===== config.mk =====
export PLATFORM = sky130hd
export DESIGN_NAME = operand_responder
export DESIGN_NICKNAME = d
export VERILOG_FILES = /design/src/rtl/opresp_pkg.sv /design/src/rtl/opresp_fifo.sv /design/src/rtl/operand_responder.sv
export SDC_FILE = /design/constraint.sdc
export NUM_CORES = 1
export LEC_CHECK = 0
export ABC_CLOCK_PERIOD_IN_PS = 3200
export CORE_MARGIN = 4
export CORE_UTILIZATION = 45
export DETAILED_ROUTE_END_ITERATION = 12
export GPL_TIMING_DRIVEN = 0
export PLACE_DENSITY = 0.67
export SETUP_SLACK_MARGIN = 0.05
export SYNTH_ARGS = -nofsm -noshare
export SYNTH_HDL_FRONTEND = slang
export SYNTH_HIERARCHICAL = 1
export SYNTH_SLANG_ARGS = --single-unit

===== constraint.sdc =====
create_clock -name clk -period 3.2 [get_ports clk]
set_input_delay 0.64 -clock clk [delete_from_list [all_inputs] [get_ports clk]]
set_output_delay 0.64 -clock clk [all_outputs]
set_load 0.01 [all_outputs]

===== src/rtl/opresp_pkg.sv =====
// Shared types for the operand responder: opcode encoding and widths.
// The per-instance result bundle lives in operand_responder (it depends on N).
package opresp_pkg;

  localparam int OP_W = 2;

  typedef enum logic [OP_W-1:0] {
    OP_ADD = 2'd0,
    OP_SUB = 2'd1,
    OP_AND = 2'd2,
    OP_XOR = 2'd3
  } op_e;

endpackage


===== src/rtl/opresp_fifo.sv =====
// Synchronous result FIFO for the operand responder.
// Push is honoured when not full, or when full with a simultaneous pop.
module opresp_fifo
  import opresp_pkg::*;
#(
  parameter int DEPTH = 4,
  parameter int WIDTH = 11
) (
  input  logic                       clk,
  input  logic                       rst,
  input  logic                       push,
  input  logic                       pop,
  input  logic [WIDTH-1:0]           din,
  output logic [WIDTH-1:0]           dout,
  output logic [$clog2(DEPTH):0]     count,
  output logic                       empty,
  output logic                       full
);

  localparam int AW = $clog2(DEPTH);

  logic [WIDTH-1:0] mem_q [DEPTH];
  logic [AW-1:0]    wr_ptr_q, wr_ptr_d;
  logic [AW-1:0]    rd_ptr_q, rd_ptr_d;
  logic [AW:0]      count_q, count_d;
  logic             do_push, do_pop;

  assign empty = (count_q == '0);
  assign full  = (count_q == (AW+1)'(DEPTH));
  assign count = count_q;
  assign dout  = mem_q[rd_ptr_q];

  assign do_pop  = pop && !empty;
  assign do_push = push && (!full || do_pop);

  always_comb begin
    wr_ptr_d = wr_ptr_q + AW'(do_push);
    rd_ptr_d = rd_ptr_q + AW'(do_pop);
    count_d  = count_q + (AW+1)'(do_push) - (AW+1)'(do_pop);
  end

  always_ff @(posedge clk) begin
    if (rst) begin
      wr_ptr_q <= '0;
      rd_ptr_q <= '0;
      count_q  <= '0;
    end else begin
      wr_ptr_q <= wr_ptr_d;
      rd_ptr_q <= rd_ptr_d;
      count_q  <= count_d;
    end
  end

  always_ff @(posedge clk) begin
    if (do_push) mem_q[wr_ptr_q] <= din;
  end

endmodule


===== src/rtl/operand_responder.sv =====
// Responder for the a/b -> c operand interface: compute stage plus result FIFO.
// Define OPERAND_RESPONDER_SAT_EN to saturate ADD/SUB instead of wrapping.
module operand_responder
  import opresp_pkg::*;
#(
  parameter int N     = 10,
  parameter int DEPTH = 4
) (
  input  logic            clk,
  input  logic            rst,
  input  logic            req_valid,
  output logic            req_ready,
  input  logic [N-1:0]    req_a,
  input  logic [N-1:0]    req_b,
  input  logic [OP_W-1:0] req_op,
  output logic            rsp_valid,
  input  logic            rsp_ready,
  output logic [N-1:0]    rsp_c,
  output logic            rsp_ovf,
  output logic [15:0]     txn_count
);

  localparam int AW = $clog2(DEPTH);
  localparam int CW = AW + 2;

`ifdef OPERAND_RESPONDER_SAT_EN
  localparam bit SAT_EN = 1'b1;
`else
  localparam bit SAT_EN = 1'b0;
`endif

  typedef struct packed {
    logic [N-1:0] c;
    logic         ovf;
  } rsp_t;

  logic        stage_vld_q, stage_vld_d;
  rsp_t        stage_rsp_q, stage_rsp_d;
  logic [15:0] txn_count_q, txn_count_d;

  rsp_t        res;
  rsp_t        fifo_dout;
  logic [N:0]  wide_add, wide_sub;
  logic [AW:0] fifo_count;
  logic [CW-1:0] occ;
  logic        fifo_empty, fifo_full;
  logic        accept, pop;

  always_comb begin
    wide_add = {1'b0, req_a} + {1'b0, req_b};
    wide_sub = {1'b0, req_a} - {1'b0, req_b};
    res      = '0;
    unique case (op_e'(req_op))
      OP_ADD: begin
        res.ovf = wide_add[N];
        res.c   = (SAT_EN && wide_add[N]) ? '1 : wide_add[N-1:0];
      end
      OP_SUB: begin
        res.ovf = wide_sub[N];
        res.c   = (SAT_EN && wide_sub[N]) ? '0 : wide_sub[N-1:0];
      end
      OP_AND: res.c = req_a & req_b;
      OP_XOR: res.c = req_a ^ req_b;
    endcase
  end

  // Counting the stage slot reserves FIFO room, so a stage entry never waits.
  assign occ       = CW'(fifo_count) + CW'(stage_vld_q);
  assign req_ready = !rst && !fifo_full && (occ < CW'(DEPTH));
  assign accept    = req_valid && req_ready;

  assign rsp_valid = !fifo_empty;
  assign pop       = rsp_valid && rsp_ready;
  assign rsp_c     = rsp_valid ? fifo_dout.c : '0;
  assign rsp_ovf   = rsp_valid ? fifo_dout.ovf : 1'b0;
  assign txn_count = txn_count_q;

  always_comb begin
    stage_vld_d = accept;
    stage_rsp_d = accept ? res : stage_rsp_q;
    txn_count_d = txn_count_q + 16'(pop);
  end

  always_ff @(posedge clk) begin
    if (rst) begin
      stage_vld_q <= 1'b0;
      stage_rsp_q <= '0;
      txn_count_q <= '0;
    end else begin
      stage_vld_q <= stage_vld_d;
      stage_rsp_q <= stage_rsp_d;
      txn_count_q <= txn_count_d;
    end
  end

  opresp_fifo #(
    .DEPTH (DEPTH),
    .WIDTH ($bits(rsp_t))
  ) u_fifo (
    .clk   (clk),
    .rst   (rst),
    .push  (stage_vld_q),
    .pop   (pop),
    .din   (stage_rsp_q),
    .dout  (fifo_dout),
    .count (fifo_count),
    .empty (fifo_empty),
    .full  (fifo_full)
  );

endmodule


==> results.yml <==
status:
  status: "completed"
cts:
  cts_tree: "built"
  cts_made_buffers: 9
  clkSinkCount: 79
  clockBufferDepth: 2
  cts.clk_slew.worst_paths_ns: 0.08
  clkLatencyLatePin_ns: 0.34
  cts_hold_buf: 0
  htreeDepth: 3
  clockRootBuffer: "clkbuf_8"
placement:
  numPortBuffers: 52
  dp_hpwl_um: 6920
  gp_congestion: 0.869
  placed_cells: 583
logic_synthesis:
  synth_top_family_by_area: "simple AND/OR/NAND/NOR gates"
  synth_nets: 454
  synthMuxAreaShare_pct: 7.58
  synthAdderAreaFrac_pct: 8.50
  ys_ff_latch: 79
  avgSynthCellArea_um2: 11.0
  syn_area_um2: 4390
  ys_warn_count: 6
  synth_xor_area_share_pct: 4.13
  yosysUniqueCellTypes: 69
  synthArstFlopShare_pct: 0
  synthFlopType: "edfxtp_1"
  synth_edf_count: 44
  seq_area_frac_synth_pct: 46.1
  netlist_instances: 400
  yosys.area_share.simple_pct: 16.9
  synth_compound_area_share_pct: 12.7
sta:
  finalSetupViolCount: 0
  fmax_mhz: 326
  relSlewSlack_pct: 37.0
  rsz0062_at_grt: "false"
  tightest_slew_ns: 0.941
  period_share_pct: 95.8
  report.final.hold_viol_count: 0
  final.min_clock_period_ns: 3.06
  finalSetupTns_ns: 0
  drv_slew: 0
  fin_skew_ns: 0.00884
  hold_ws_ns: 0.516
cells_and_area:
  multi_input_area_um2: 2220
  nNetsFinal: 519
  seq_area_um2: 2020
  drive_gt1_share_pct: 10.0
  area_growth_syn_to_layout_pct: 21.4
  layout.cells.non_filler: 599
  antenna_cells: 0
  nFillCells: 856
worst_setup_path:
  slowest_delay_ns: 0.61
  cp_cell_sequence: "clkdlybuf4s50_1, clkbuf_1, nor4_2, clkdlybuf4s50_1"
  cpMaxStageDelayCell: "clkdlybuf4s50_1"
  end_kind: "output port"
  crit_top_cell: "clkdlybuf4s50_1"
  crit_type: "primary input to output port"
  cp.arrival_ns: 2.42
  crit_path_start_kind: "primary input"
  crit_fanout: 8
  cp.required_ns: 2.56
  critPathTopFamily: "buffers and inverters"
  worst-path-buf-inv: 3
grt:
  grt_pass1_wl_um: 15100
  grt_max_degree: 15
  gr-total-overflow: 0
  first_global_vias: 3132
  grt_usage_pct: 16.5
  antenna_found_initial: 0
drt:
  drt-initial-drc-count: 167
  drt-pass1-iter-count: 4
  avgViaCountPerCell: 5.35
  route.vias.total: 3203
  postRouteAntennaNets: 0
  drc: 0
  routed_wl_um: 8970
  wire_per_inst_um: 15.0
floorplan:
  die_area_um2: 11400
  coreArea_um2: 9370
  rows: 35
  die_w_um: 107
  die_h_um: 107
  floorplan.initialDensity_pct: 46.8
  io-pin-count: 55
power:
  power.density_nw_per_um2: 532
  total_leakage_power_nw: 1.98
  peakVddDrop_mv: 0.234
job:
  cap_viol_max_count: 0
hold_path:
  hold_path.class: "register to register"
==> repair_timing <==
action                     4_1_cts  5_1_grt
buffers inserted                 0        0
setup endpoints to repair        0       57
resized for setup                0        1
==> through the flow <==
stage / util (%) / power, mW / instance area, µm² / setup WS [ns]
5_1_grt: 56.8 / 3.00 / 5330 / 0.0549
3_3_place_gp: 54.1 / 2.09 / 5070 / -0.916
6_report: 56.8 / 2.83 / 5330 / 0.135
4_1_cts: 56.8 / 2.86 / 5320 / 0.0909
2_1_floorplan: - / 1.79 / 4390 / 0.373
3_5_place_dp: 54.7 / 2.14 / 5120 / 0.0572
==> kinds of logic (layout without fill, tap and decap cells) <==
logic type / after synthesis / count (layout)
simple gates: 135 / 135
flops: 79 / 79
compound gates: 78 / 78
buf+inv: 44 / 114
fa+ha+maj: 28 / 28
xor+xnor: 19 / 19
mux: 17 / 17
==> flip-flops by register name, summed over array words and instances, names as in the netlist <==
register         flops
u_fifo/count         3
txn_count           16
stage_rsp_q         11
u_fifo/mem_q        44
u_fifo/wr_ptr_q      2
stage_vld_q          1
u_fifo/rd_ptr_q      2
==> metal layers <==
layer  global-route usage [%]  share of wire (%)  vias up
li1                         -                  -     1592
met1                     21.8                 47     1531
met2                     27.5                 48       71
met3                     3.43                3.7        9
met4                     4.38                1.1        0
met5                        0                  0        -
==> cell type report <==
class                           instances  area share (%)
Clock inverter                          7            1.36
Clock buffer                            9            2.33
Buffer                                 19            1.60
Inverter                               25            1.76
Multi-Input combinational cell        277            41.8
Tap cell                              129            3.03
Sequential cell                        79            38.0
Timing Repair Buffer                   54            10.2
==> power by group <==
group	leakage, nW	internal, mW	switching, mW
combinational	1.19	0.418	0.402
clock	0.0972	0.361	0.357
sequential	0.693	1.20	0.0889
==> worst min-delay path, stage by stage (launching register included) <==
cell     delay (ns)
dfxtp_1        0.33
o21ai_1        0.08
a21oi_1        0.06
==> layout by cell type, fill, tap and decap left out, types with 3 or more instances in the layout <==
cell	synthesis	layout
xnor2_1	8	8
nor3b_1	5	4
mux4_2	5	5
edfxtp_1	44	44
a211o_1	3	3
mux2i_1	4	4
buf_6	1	3
clkbuf_8	0	9
o21ai_1	4	4
o21ai_0	9	9
inv_1	23	23
dfxtp_1	35	35
a21oi_1	23	23
nand3_1	10	10
buf_2	5	5
mux4_1	6	6
nand2b_1	7	7
a2111oi_0	3	3
nor3_1	7	5
nor2_1	39	39
a211oi_1	5	5
nand2_1	16	16
xor2_1	10	10
clkdlybuf4s50_1	0	52
nor2b_1	22	22
o211ai_1	5	5
ha_1	25	25
fa_1	3	3
and3_1	7	7
clkbuf_1	12	12
==> worst paths after layout <==
path         slack (ns)  depth (start not counted)       startpoint            end
max                0.14                          4              rst      req_ready
min                0.52                          2    txn_count[15]  txn_count[15]
max reg2reg        0.35                          9  u_fifo/count[1]  txn_count[15]
min reg2reg        0.52                          2    txn_count[15]  txn_count[15]
==> synth_stat cells (all sizes together), types with 3 or more instances <==
library cell   n  share of area [%]
o21ai         13                1.5
xor2          10                2.0
inv           25                2.1
mux4          11                6.2
nor2b         22                3.1
dfxtp         35                 16
clkbuf        12                1.0
nor4b          3               0.74
or2            3               0.43
nand3         10                1.1
edfxtp        44                 30
and3           7                1.0
o211ai         6                1.1
nand2         16                1.4
nor3b          5               0.86
a2111oi        5                1.6
a211oi         5               0.86
nor3           7               0.80
xnor2          8                1.6
a21oi         23                2.6
ha            25                7.1
buf            7               0.91
mux2i          4               0.91
nor2          39                3.3
fa             3                1.4
nand2b         7                1.0
a211o          3               0.60
Note: power is estimated with default switching activity, not from simulation.
